--- config.mk ---
export PLATFORM = sky130hd
export DESIGN_NAME = pc_sequencer
export DESIGN_NICKNAME = d
export VERILOG_FILES = /design/src/rtl/pico_pkg.sv /design/src/rtl/btn_debounce.sv /design/src/rtl/pc_sequencer.sv
export SDC_FILE = /design/constraint.sdc
export NUM_CORES = 1
export LEC_CHECK = 0
export BUFFER_PORTS_ARGS = -buffer_cell sky130_fd_sc_hd__buf_4
export CAP_MARGIN = 5
export CORE_MARGIN = 2
export CORE_UTILIZATION = 51
export DETAILED_ROUTE_END_ITERATION = 8
export HOLD_SLACK_MARGIN = 0.06
export PLACE_DENSITY_LB_ADDON = 0.2
export SYNTH_ARGS = -nofsm -noshare
export SYNTH_HDL_FRONTEND = slang
export SYNTH_SLANG_ARGS = --single-unit
--- constraint.sdc ---
create_clock -name clk -period 2 [get_ports clk]
set_clock_uncertainty 0.05 [all_clocks]
set_input_delay 0.4 -clock clk [delete_from_list [all_inputs] [get_ports clk]]
set_output_delay 0.4 -clock clk [all_outputs]
set_load 0.05 [all_outputs]
--- src/rtl/pico_pkg.sv ---
`default_nettype none
// ============================================================================
// Module   : pico_pkg
// Purpose  : Shared types and default constants for the pico fetch front end.
// Revision : 1.0 - initial release
// ============================================================================
package pico_pkg;

    localparam int c_psize_default    = 6;
    localparam int c_prog_len_default = 64;

    typedef enum logic [1:0] {
        RUN          = 2'd0,
        ARM          = 2'd1,
        WAIT_PRESS   = 2'd2,
        WAIT_RELEASE = 2'd3
    } pc_state_t;

    function automatic logic is_stall_state(input pc_state_t s);
        return (s != RUN);
    endfunction

endpackage
`default_nettype wire

--- src/rtl/btn_debounce.sv ---
`default_nettype none
// ============================================================================
// Module   : btn_debounce
// Purpose  : Two-flop synchroniser followed by a consecutive-sample debouncer.
// Revision : 1.0 - initial release
// ============================================================================
module btn_debounce #(
    parameter int DEBOUNCE_CYCLES = 16
) (
    input  logic clk,
    input  logic reset,
    input  logic raw,
    output logic level
);

    localparam int              c_cnt_w    = $clog2(DEBOUNCE_CYCLES + 1);
    localparam logic [c_cnt_w-1:0] c_cnt_last = c_cnt_w'(DEBOUNCE_CYCLES - 1);
    localparam logic [c_cnt_w-1:0] c_cnt_one  = c_cnt_w'(1);

    logic               r_sync1;
    logic               r_sync2;
    logic               r_level;
    logic [c_cnt_w-1:0] r_cnt;

    // Level flips only after DEBOUNCE_CYCLES consecutive samples disagree with it.
    always_ff @(posedge clk) begin
        if (reset) begin
            r_sync1 <= 1'b0;
            r_sync2 <= 1'b0;
            r_level <= 1'b0;
            r_cnt   <= '0;
        end else begin
            r_sync1 <= raw;
            r_sync2 <= r_sync1;
            if (r_sync2 == r_level) begin
                r_cnt <= '0;
            end else if (r_cnt == c_cnt_last) begin
                r_level <= ~r_level;
                r_cnt   <= '0;
            end else begin
                r_cnt <= r_cnt + c_cnt_one;
            end
        end
    end

    assign level = r_level;

endmodule
`default_nettype wire

--- src/rtl/pc_sequencer.sv ---
`default_nettype none
// ============================================================================
// Module   : pc_sequencer
// Purpose  : Program counter with go-button stall handshake for LOAD opcodes.
//            Optional PC_SINGLE_STEP_EN adds a step_mode input.
// Revision : 1.0 - initial release
// ============================================================================
module pc_sequencer
    import pico_pkg::*;
#(
    parameter int PSize           = c_psize_default,
    parameter int PROG_LEN        = c_prog_len_default,
    parameter int DEBOUNCE_CYCLES = 16
) (
    input  logic             clk,
    input  logic             reset,
    input  logic             PCincr,
    input  logic             go_btn,
`ifdef PC_SINGLE_STEP_EN
    input  logic             step_mode,
`endif
    output logic [PSize-1:0] PCout,
    output logic             stalled,
    output logic             load_done
);

    localparam logic [PSize-1:0] c_pc_last = PSize'(PROG_LEN - 1);
    localparam logic [PSize-1:0] c_pc_one  = PSize'(1);

    pc_state_t        r_state;
    pc_state_t        w_state_nxt;
    logic [PSize-1:0] r_pc;
    logic [PSize-1:0] w_pc_nxt;
    logic [PSize-1:0] w_pc_inc;
    logic             r_stalled;
    logic             r_load_done;
    logic             w_load_done_nxt;
    logic             w_level;
    logic             w_advance_req;

    btn_debounce #(
        .DEBOUNCE_CYCLES (DEBOUNCE_CYCLES)
    ) u_btn_debounce (
        .clk   (clk),
        .reset (reset),
        .raw   (go_btn),
        .level (w_level)
    );

`ifdef PC_SINGLE_STEP_EN
    assign w_advance_req = PCincr & ~step_mode;
`else
    assign w_advance_req = PCincr;
`endif

    assign w_pc_inc = (r_pc == c_pc_last) ? '0 : r_pc + c_pc_one;

    // ARM insists on a released button first, so a press held across the
    // start of a stall can never satisfy it.
    always_comb begin
        w_state_nxt     = r_state;
        w_pc_nxt        = r_pc;
        w_load_done_nxt = 1'b0;
        case (r_state)
            RUN: begin
                if (w_advance_req) begin
                    w_pc_nxt = w_pc_inc;
                end else begin
                    w_state_nxt = ARM;
                end
            end
            ARM: begin
                if (!w_level) begin
                    w_state_nxt = WAIT_PRESS;
                end
            end
            WAIT_PRESS: begin
                if (w_level) begin
                    w_state_nxt = WAIT_RELEASE;
                end
            end
            WAIT_RELEASE: begin
                if (!w_level) begin
                    w_pc_nxt        = w_pc_inc;
                    w_load_done_nxt = 1'b1;
                    w_state_nxt     = RUN;
                end
            end
            default: begin
                w_state_nxt = RUN;
            end
        endcase
    end

    always_ff @(posedge clk) begin
        if (reset) begin
            r_state     <= RUN;
            r_pc        <= '0;
            r_stalled   <= 1'b0;
            r_load_done <= 1'b0;
        end else begin
            r_state     <= w_state_nxt;
            r_pc        <= w_pc_nxt;
            r_stalled   <= is_stall_state(w_state_nxt);
            r_load_done <= w_load_done_nxt;
        end
    end

    assign PCout     = r_pc;
    assign stalled   = r_stalled;
    assign load_done = r_load_done;

endmodule
`default_nettype wire

==> flow_metrics.env, run 1 <==
export IMPL_hpwlAfterDp_um=853
export IMPL_cts_buffers=3
export IMPL_io_buffers=11
export IMPL_crit_chain="ha_1 > and3_1 > ha_1 > or3_1 > nor2_1"
export IMPL_post_drt_wl_per_cell_um=11.5
export IMPL_postPlaceCellArea_um2=835
export IMPL_cp_start_kind="flop"
export IMPL_avgSynthCellArea_um2=9.96
export IMPL_final_cells=103
export IMPL_switchingPower_uw=270
export IMPL_crit_start="u_btn_debounce.r_cnt[0]"
export IMPL_netlist_top_cells_count="18 x dfxtp_1, 14 x nor2_1, 6 x xnor2_1"
export IMPL_antenna_found_initial=0
export IMPL_grt_setup_unrepaired="no"
export IMPL_num_antenna_cells=0
export IMPL_reg2reg_depth=5
export IMPL_finalSetupTns_ns=0
export IMPL_start_util=0.559
export IMPL_grt_pass1_wl_um=2060
export IMPL_cp_depth=5
export IMPL_synth_area_leaders="dfxtp_1 49%, nor2_1 7.1%, xnor2_1 7.1%, ha_1 5.1%, nor2b_1 2.5%"
export IMPL_synthFlopType="dfxtp_1"
export IMPL_ctsResizeCount=0
export IMPL_r2r_setup_slack_ns=0.38
export IMPL_path_max_fanout=5
export IMPL_area_delta_synth_final_pct=18.2
export IMPL_worstPathArrival_ns=1.80
export IMPL_maxCapViolCount=0
export IMPL_cts_buffer_depth=2
export IMPL_seq_area_frac_synth=0.489
export IMPL_grt_max_degree=15
export IMPL_vias=532
export IMPL_slew_viol_final=0
export IMPL_critPathTopFamily="simple AND/OR/NAND/NOR gates"
export IMPL_ys_ff_latch=18
export IMPL_r2r_start="u_btn_debounce.r_cnt[0]"
export IMPL_core_um2=1320
export IMPL_critPathMaxStageDelay_ns=0.45
export IMPL_r2r_end="u_btn_debounce.r_cnt[3]"
export IMPL_cts_setup_buffers=0
export IMPL_synthDominantCellAreaShare=0.489
export IMPL_p_per_area_nw_per_um2=976
export IMPL_hold_viol=0
export IMPL_h_tree_depth=1
export IMPL_design_area_um2=871
export IMPL_clkPwrFrac=0.264
export IMPL_worst_pin_slew_ns=0.274
export IMPL_whs_ns=0.272
export IMPL_yosysWarnings=0
export IMPL_grt_pass1_vias=487
export IMPL_power_total_uw=850
export IMPL_critPathKind="reg2reg"
export IMPL_drtIter0Drc=3
export IMPL_crit_end="u_btn_debounce.r_cnt[3]"
export IMPL_synth_enable_flop_cells=0
export IMPL_crit_required_ns=2.17
export IMPL_ioPinCount=12
export IMPL_gp_congestion=0.738
export IMPL_status="finished clean"
export IMPL_dp_cells=99
export IMPL_synth_most_common_cell="dfxtp_1"
export IMPL_dieArea_um2=1770
export IMPL_period_share=0.812
export IMPL_path_common_cell="ha_1"
export IMPL_drive_gt1_frac=0.227
export IMPL_synthCells=74
export IMPL_ys_types=28
export IMPL_firstDrtPassIters=4
export IMPL_path_clk_slew_ns=0.10
export IMPL_grt_ovfl_total=0
export IMPL_wirelength_um=1190
export IMPL_route_detailed_drc=0
export IMPL_synth_net_count=81
export IMPL_end_kind="flop"
export IMPL_max_slew_margin=0.817
export IMPL_clockRootBuffer="clkbuf_4"
export IMPL_synthArstFlopShare=0
export IMPL_p_comb_frac=0.238
export IMPL_die_w_um=42.0
export IMPL_fin_nets=96
export IMPL_swShare=0.318
export IMPL_seqPwrFrac=0.497
export IMPL_grt_util_all_layers=0.152
export IMPL_yosysTopAreaCell="dfxtp_1"
export IMPL_cts_tree="built"
export IMPL_fin_crit_ns=1.62
export IMPL_cp_slowest_cell="or3_1"
export IMPL_die_y_um=42.0
export IMPL_ant_nets=0
export IMPL_vdd_ir_drop_max_mv=0.586
export IMPL_setup_violations=0
export IMPL_leakagePower_nw=0.360
export IMPL_clkSinkCount=18
export IMPL_fmax_ghz=0.616
export IMPL_rows=13
export IMPL_fillers=107
export IMPL_clock_latency_ns=0.29
export IMPL_hold_class="in2reg"
export IMPL_vias_per_cell=5.17
export IMPL_synthesis_area_um2=737
export IMPL_holdBufCountCts=0
export IMPL_intPower_uw=579
export IMPL_crit_buf_inv=0
==> layer usage <==
| layer | vias to the layer above | track usage | part of all wire |
|---|---|---|---|
| met3 | 2 | 0.0259 | 0.036 |
| met4 | 0 | 0.0750 | 0.012 |
| met1 | 241 | 0.206 | 0.52 |
| met2 | 9 | 0.234 | 0.43 |
| li1 | 280 | - | - |
| met5 | - | 0 | 0 |
==> power by group through the flow <==
stage	sequential (mW)	clock, mW	combinational, mW
2_1_floorplan	0.495	0	0.0840
3_3_place_gp	0.429	0	0.200
3_5_place_dp	0.431	0	0.201
4_1_cts	0.423	0.227	0.203
5_1_grt	0.428	0.248	0.215
6_report	0.423	0.225	0.202
==> kinds of logic (layout without fill, tap and decap cells) <==
group | after synthesis | count (layout) | synth area share
flip-flops | 18 | 18 | 0.489
XOR/XNOR | 8 | 8 | 0.0951
adder cells (fa/ha/maj) | 3 | 3 | 0.0509
buffers and inverters | 3 | 17 | 0.0153
AO/OA/AOI/OAI | 9 | 9 | 0.109
multiplexers | 1 | 1 | 0.0136
AND/OR/NAND/NOR | 32 | 32 | 0.228
==> cell type report <==
type	count	area [µm²]	area share
Clock buffer	4	36.3	0.0417
Inverter	2	7.51	0.00862
Multi-Input combinational cell	53	365	0.420
Sequential cell	18	360	0.414
Tap cell	15	18.8	0.0216
Timing Repair Buffer	11	82.6	0.0948
==> placed cells by master, fill, tap and decap left out <==
| master | netlist | final |
|---|---|---|
| clkbuf_8 | 0 | 1 |
| nor2_1 | 14 | 14 |
| o2111a_1 | 1 | 1 |
| and3b_2 | 1 | 1 |
| a311oi_1 | 1 | 1 |
| xor2_1 | 2 | 2 |
| and3_1 | 2 | 2 |
| or3_1 | 1 | 1 |
| dfxtp_1 | 18 | 18 |
| nand2b_1 | 1 | 1 |
| or3b_4 | 1 | 1 |
| mux2i_1 | 1 | 1 |
| clkbuf_4 | 0 | 3 |
| ha_1 | 3 | 3 |
| inv_1 | 2 | 2 |
| nor2b_1 | 3 | 3 |
| nand2_1 | 2 | 2 |
| o31ai_1 | 1 | 1 |
| o21ai_0 | 2 | 2 |
| or2_2 | 1 | 1 |
| buf_4 | 0 | 11 |
| a21oi_4 | 1 | 1 |
| a311oi_2 | 1 | 1 |
| xnor2_1 | 6 | 6 |
| nand3b_1 | 1 | 1 |
| and2_1 | 1 | 1 |
| nand3_1 | 3 | 3 |
| a31oi_1 | 1 | 1 |
| nor3b_1 | 1 | 1 |
| a21oi_1 | 1 | 1 |
==> state kept, by name, indices dropped and copies added (netlist names) <==
register                count
u_btn_debounce.r_cnt        5
stalled                     1
u_btn_debounce.level        1
r_state                     2
PCout                       6
u_btn_debounce.r_sync1      1
u_btn_debounce.r_sync2      1
load_done                   1
==> metrics by stage <==
step                worst slack (ns)  utilization
finish                         0.377        0.661
global route                   0.260        0.661
CTS                            0.369        0.661
detailed placement             0.377        0.633
global placement               0.433        0.633
floorplan                      0.483            -
==> worst min path at each step <==
| stage | start | end | slack (ns) | cells after the start |
|---|---|---|---|---|
| after floorplan | u_btn_debounce.r_sync1 | u_btn_debounce.r_sync2 | 0.36 | 1 |
| after global placement | u_btn_debounce.r_sync1 | u_btn_debounce.r_sync2 | 0.37 | 1 |
| after detailed placement | u_btn_debounce.r_sync1 | u_btn_debounce.r_sync2 | 0.38 | 1 |
| after CTS | go_btn | u_btn_debounce.r_sync1 | 0.27 | 2 |
| after global routing | go_btn | u_btn_debounce.r_sync1 | 0.26 | 2 |
| final | go_btn | u_btn_debounce.r_sync1 | 0.27 | 2 |
(Power assumes the default switching activity.)
==> inputs of run 2 (changes only) <==
--- a/config.mk
+++ b/config.mk
@@ -5,6 +5,7 @@
 export SDC_FILE = /design/constraint.sdc
 export NUM_CORES = 1
 export LEC_CHECK = 0
+export ABC_AREA = 1
 export BUFFER_PORTS_ARGS = -buffer_cell sky130_fd_sc_hd__buf_4
 export CAP_MARGIN = 5
 export CORE_MARGIN = 2
==> constraint.sdc (replaced) <==
create_clock -name clk -period 1.65 [get_ports clk]
set_clock_uncertainty 0.05 [all_clocks]
set_input_delay 0.33 -clock clk [delete_from_list [all_inputs] [get_ports clk]]
set_output_delay 0.33 -clock clk [all_outputs]
set_load 0.05 [all_outputs]
==> flow_metrics.env, run 2 <==
export IMPL_io_buffers=11
export IMPL_vdd_ir_drop_max_mv=0.668
export IMPL_grt_pass1_vias=502
export IMPL_whs_ns=0.179
export IMPL_fmax_ghz=0.667
export IMPL_synth_area_leaders="dfxtp_1 49%, nor2_1 9.7%, nand2_1 7.1%, inv_1 5.6%, ha_1 5.1%"
export IMPL_synthesis_area_um2=736
export IMPL_maxCapViolCount=0
export IMPL_fin_nets=115
export IMPL_synth_net_count=100
export IMPL_num_antenna_cells=0
export IMPL_ant_nets=0
export IMPL_dieArea_um2=1760
export IMPL_yosys_area_share_adder=0.0510
export IMPL_synth_mux_area_frac=0
export IMPL_ioPinCount=12
export IMPL_synth_most_common_cell="nor2_1"
export IMPL_yosysTopAreaCell="dfxtp_1"
export IMPL_mostFrequentLayoutCells="19 x nor2_1, 18 x dfxtp_1, 14 x nand2_1"
export IMPL_grt_max_degree=12
export IMPL_largest_register_ffs=6
export IMPL_die_w_um=42.0
export IMPL_route_detailed_drc=0
export IMPL_die_y_um=42.0
export IMPL_synth_top_family_by_area="simple AND/OR/NAND/NOR gates"
export IMPL_synthFlopType="dfxtp_1"
export IMPL_netlist_top_cells_count="19 x nor2_1, 18 x dfxtp_1, 14 x nand2_1"
export IMPL_crit_required_ns=1.81
export IMPL_grt_setup_unrepaired="no"
export IMPL_firstDrtPassIters=4
export IMPL_worstPathArrival_ns=1.66
export IMPL_mostFrequentLayoutCell="nor2_1"
export IMPL_status="finished clean"
export IMPL_leakagePower_nw=0.392
export IMPL_final_cells=122
export IMPL_ys_ff_latch=18
export IMPL_yosysWarnings=0
export IMPL_synth_enable_flop_cells=0
export IMPL_max_slew_margin=0.741
export IMPL_area_delta_synth_final_pct=17.7
export IMPL_setup_violations=0
export IMPL_worst_pin_slew_ns=0.386
export IMPL_synthXorXnorAreaFrac=0
export IMPL_vias_per_cell=4.90
export IMPL_fin_crit_ns=1.50
export IMPL_synth_compound_area_frac=0.0918
export IMPL_antenna_found_initial=0
export IMPL_grt_pass1_wl_um=1950
export IMPL_r2r_setup_slack_ns=0.15
export IMPL_grt_ovfl_total=0
export IMPL_crit_start="u_btn_debounce.r_cnt[0]"
export IMPL_synth_simple_gate_area_share=0.286
export IMPL_h_tree_depth=1
export IMPL_fillers=112
export IMPL_rows=13
export IMPL_slew_viol_final=0
export IMPL_path_clk_slew_ns=0.10
export IMPL_synthCells=93
export IMPL_wirelength_um=1120
export IMPL_period_share=0.909
export IMPL_path_max_fanout=5
export IMPL_clockRootBuffer="clkbuf_4"
export IMPL_hold_viol=0
export IMPL_post_drt_wl_per_cell_um=9.18
export IMPL_start_util=0.558
export IMPL_vias=598
export IMPL_cts_buffer_depth=2
export IMPL_drtIter0Drc=16
export IMPL_core_um2=1320
export IMPL_critPathKind="reg2reg"
export IMPL_ys_types=18
export IMPL_synthDominantCellAreaShare=0.490
export IMPL_clkSinkCount=18
export IMPL_dp_cells=118
export IMPL_hpwlAfterDp_um=860
export IMPL_holdCritStartpoint="reset"
export IMPL_finalSetupTns_ns=0
export IMPL_r2r_start="u_btn_debounce.r_cnt[0]"
export IMPL_seq_area_frac_synth=0.490
export IMPL_gp_congestion=0.794
export IMPL_synthArstFlopShare=0
export IMPL_cp_start_kind="flop"
export IMPL_grt_util_all_layers=0.141
export IMPL_design_area_um2=866
export IMPL_avgSynthCellArea_um2=7.91
export IMPL_p_per_area_nw_per_um2=1010
export IMPL_drive_gt1_frac=0.224
export IMPL_end_kind="flop"
export IMPL_clock_latency_ns=0.28
export IMPL_cts_buffers=3
export IMPL_hold_class="in2reg"
export IMPL_cts_tree="built"
export IMPL_postPlaceCellArea_um2=826
==> run 2: cell count changes after synthesis, sizes merged, moves of 3 or more <==
cell,change
nand2,+15
xnor2,-6
nor2b,-3
a21oi,+5
inv,+11
nor2,+7
==> run 2: report_power, final <==
group | internal (mW) | switching [mW] | total, mW
clock | 0.134 | 0.127 | 0.261
sequential | 0.457 | 0.0181 | 0.475
combinational | 0.0447 | 0.0946 | 0.139
==> run 2: worst max-delay path, cell delays in order (launching register included) <==
cell	delay (ns)
dfxtp_1	0.34
ha_1	0.21
nand2_1	0.08
nor2_1	0.04
ha_1	0.20
a21oi_2	0.10
o211ai_1	0.17
nor3b_1	0.22
==> run 2: final timing paths <==
check                            endpoint  cells past startpoint
setup / recovery  u_btn_debounce.r_cnt[2]                      7
hold reg to reg    u_btn_debounce.r_sync2                      2
hold / removal     u_btn_debounce.r_sync1                      2
setup reg to reg  u_btn_debounce.r_cnt[2]                      7
==> run 2: what timing repair did <==
item | 4_1_cts | 5_1_grt
resized for setup | 0 | 1
hold buffers | 0 | 0
setup endpoints to repair | 0 | 2
setup buffers | 0 | 0
==> run 2: logic make-up (layout without fill, tap and decap cells) <==
| group | count (synthesis) | after routing |
|---|---|---|
| simple gates | 46 | 46 |
| flops | 18 | 18 |
| buf+inv | 14 | 28 |
| compound gates | 12 | 12 |
| fa+ha+maj | 3 | 3 |
==> run 2: layout make-up <==
| type | instances | area (µm²) | area share |
|---|---|---|---|
| timing repair buffer | 11 | 82.6 | 0.0954 |
| sequential | 18 | 360 | 0.416 |
| inverter | 13 | 48.8 | 0.0564 |
| multi-input combinational | 61 | 319 | 0.368 |
| clock buffer | 4 | 36.3 | 0.0419 |
| tap | 15 | 18.8 | 0.0217 |
==> run 2: through the flow <==
stage / power (mW) / setup slack [ns] / util
finish: 0.875 / 0.151 / 0.657
global route: 0.911 / 0.0126 / 0.657
CTS: 0.886 / 0.140 / 0.654
detailed placement: 0.626 / 0.152 / 0.627
global placement: 0.623 / 0.197 / 0.627
floorplan: 0.595 / 0.146 / -
==> run 2: routing by layer <==
layer  share of wire  global-route usage  wire (µm)  vias to the layer above
met5               0                   0          0                        -
met4           0.013              0.0581         15                        0
met3           0.044              0.0259         49                        2
met2            0.45               0.222        502                       12
met1            0.49               0.190        552                      260
li1                -                   -          -                      324
==> inputs of run 3 (changes only) <==
--- a/config.mk
+++ b/config.mk
@@ -13,6 +13,7 @@
 export DETAILED_ROUTE_END_ITERATION = 8
 export HOLD_SLACK_MARGIN = 0.06
 export PLACE_DENSITY_LB_ADDON = 0.2
+export SETUP_SLACK_MARGIN = 0.2
 export SYNTH_ARGS = -nofsm -noshare
 export SYNTH_HDL_FRONTEND = slang
 export SYNTH_SLANG_ARGS = --single-unit
==> flow_metrics.env, run 3 (synthesis gave the netlist of run 2 again) <==
export IMPL_fillers=112
export IMPL_die_w_um=42.0
export IMPL_p_comb_frac=0.161
export IMPL_cp_start_kind="flop"
export IMPL_h_tree_depth=1
export IMPL_vias=618
export IMPL_switchingPower_uw=252
export IMPL_r2r_start="u_btn_debounce.r_cnt[0]"
export IMPL_critPathKind="reg2reg"
export IMPL_setup_violations=0
export IMPL_worst_pin_slew_ns=0.333
export IMPL_postPlaceCellArea_um2=828
export IMPL_slew_viol_final=0
export IMPL_holdPathEnd="u_btn_debounce.r_sync1"
export IMPL_r2r_setup_slack_ns=0.26
export IMPL_drive_gt1_frac=0.339
export IMPL_clkSinkCount=18
export IMPL_grt_pass1_vias=551
export IMPL_post_drt_wl_per_cell_um=10.2
export IMPL_period_share=0.843
export IMPL_seqPwrFrac=0.537
export IMPL_place_ws_ns=0.138
export IMPL_clock_latency_ns=0.30
export IMPL_grt_util_all_layers=0.163
export IMPL_mostFrequentLayoutCell="nor2_1"
export IMPL_leakagePower_nw=0.400
export IMPL_grt_pass1_wl_um=2150
export IMPL_fmax_ghz=0.719
export IMPL_grt_max_degree=12
export IMPL_largest_register_ffs=6
export IMPL_whs_path_depth=2
export IMPL_clkPwrFrac=0.302
export IMPL_area_delta_synth_final_pct=24.3
export IMPL_cts_tree="built"
export IMPL_fin_nets=117
export IMPL_intPower_uw=639
export IMPL_multiInputGateArea_um2=348
export IMPL_fin_crit_ns=1.39
export IMPL_num_antenna_cells=0
export IMPL_cts_buffers=3
export IMPL_rows=13
export IMPL_reg2reg_depth=8
export IMPL_seq_area_um2=365
export IMPL_gp_congestion=0.789
export IMPL_vdd_ir_drop_max_mv=0.763
export IMPL_status="finished clean"
export IMPL_start_util=0.558
export IMPL_holdCritStartpoint="reset"
export IMPL_wirelength_um=1270
export IMPL_ant_nets=0
export IMPL_mostFrequentLayoutCells="16 x nor2_1, 14 x dfxtp_1, 13 x nand2_1, 13 x buf_4, 11 x inv_1"
export IMPL_crit_required_ns=1.83
export IMPL_die_y_um=42.0
export IMPL_grt_ovfl_total=0
export IMPL_hold_viol=0
export IMPL_drtIter0Drc=9
export IMPL_path_clk_slew_ns=0.10
export IMPL_path_max_fanout=4
export IMPL_grt_setup_unrepaired="yes"
export IMPL_firstDrtPassIters=3
export IMPL_cts_buffer_depth=2
export IMPL_io_buffers=11
export IMPL_vias_per_cell=4.98
export IMPL_dp_cells=118
export IMPL_holdBufCountCts=0
export IMPL_route_detailed_drc=0
export IMPL_ioPinCount=12
export IMPL_design_area_um2=915
export IMPL_end_kind="flop"
export IMPL_worstPathArrival_ns=1.57
export IMPL_r2r_end="u_btn_debounce.r_cnt[3]"
export IMPL_finalSetupTns_ns=0
export IMPL_core_um2=1320
export IMPL_antenna_found_initial=0
export IMPL_final_cells=124
export IMPL_dieArea_um2=1760
export IMPL_layout_setup_ws_ns=0.259
export IMPL_maxCapViolCount=0
export IMPL_fin_util=0.694
export IMPL_p_per_area_nw_per_um2=974
export IMPL_swShare=0.282
export IMPL_hold_class="in2reg"
export IMPL_max_slew_margin=0.777
export IMPL_clockRootBuffer="clkbuf_4"
export IMPL_hpwlAfterDp_um=862
-- run 3: cell count changes in the layout (fill, tap and decap cells not counted), sizes merged --
cell,before,now
buf,11,13
-- run 3: power by group through the flow --
stage	clock, mW	combinational (mW)	sequential [mW]
floorplan	0	0.0697	0.528
global placement	0	0.139	0.486
detailed placement	0	0.142	0.487
CTS	0.278	0.144	0.478
global route	0.285	0.158	0.481
finish	0.269	0.144	0.478
-- run 3: repair_timing --
| item | 4_1_cts | 5_1_grt |
|---|---|---|
| pin swaps | 1 | 2 |
| endpoints found under the setup margin | 1 | 5 |
| gates resized for setup | 0 | 11 |
| setup buffers | 1 | 1 |
-- run 3: through the flow --
step | power, mW | hold WS, ns
finish | 0.891 | 0.169
global placement | 0.625 | 0.347
detailed placement | 0.629 | 0.356
global route | 0.925 | 0.172
CTS | 0.900 | 0.162
floorplan | 0.597 | 0.338
-- run 3: worst max-delay path by stage --
stage,startpoint,end,slack [ns]
6_report,u_btn_debounce.r_cnt[0],u_btn_debounce.r_cnt[3],0.26
2_1_floorplan,PCout[2],PCout[5],0.27
4_1_cts,u_btn_debounce.r_cnt[0],u_btn_debounce.r_cnt[3],0.17
5_1_grt,u_btn_debounce.r_cnt[0],u_btn_debounce.r_cnt[4],0.14
3_5_place_dp,u_btn_debounce.r_cnt[0],u_btn_debounce.r_cnt[2],0.14
3_3_place_gp,u_btn_debounce.r_cnt[0],u_btn_debounce.r_cnt[2],0.20
-- run 3: layout make-up --
| class | instances | share of cell area |
|---|---|---|
| sequential | 18 | 0.399 |
| multi-input combinational | 61 | 0.380 |
| timing repair buffer | 13 | 0.107 |
| inverter | 13 | 0.0534 |
| clock buffer | 4 | 0.0397 |
| tap | 15 | 0.0205 |
-- run 3: critical path: stages (launching register included) --
cell      delay (ns)
dfxtp_2         0.36
ha_4            0.16
nand2_2         0.07
nor2_2          0.04
ha_2            0.19
a21oi_2         0.10
o211ai_1        0.11
buf_4           0.18
a21oi_2         0.09
-- run 3: metal layers --
metal | GRT usage | up-vias | part of all wire
met2 | 0.266 | 12 | 0.47
li1 | - | 328 | -
met3 | 0.0388 | 4 | 0.043
met4 | 0.116 | 0 | 0.024
met1 | 0.184 | 274 | 0.46
met5 | 0 | - | 0
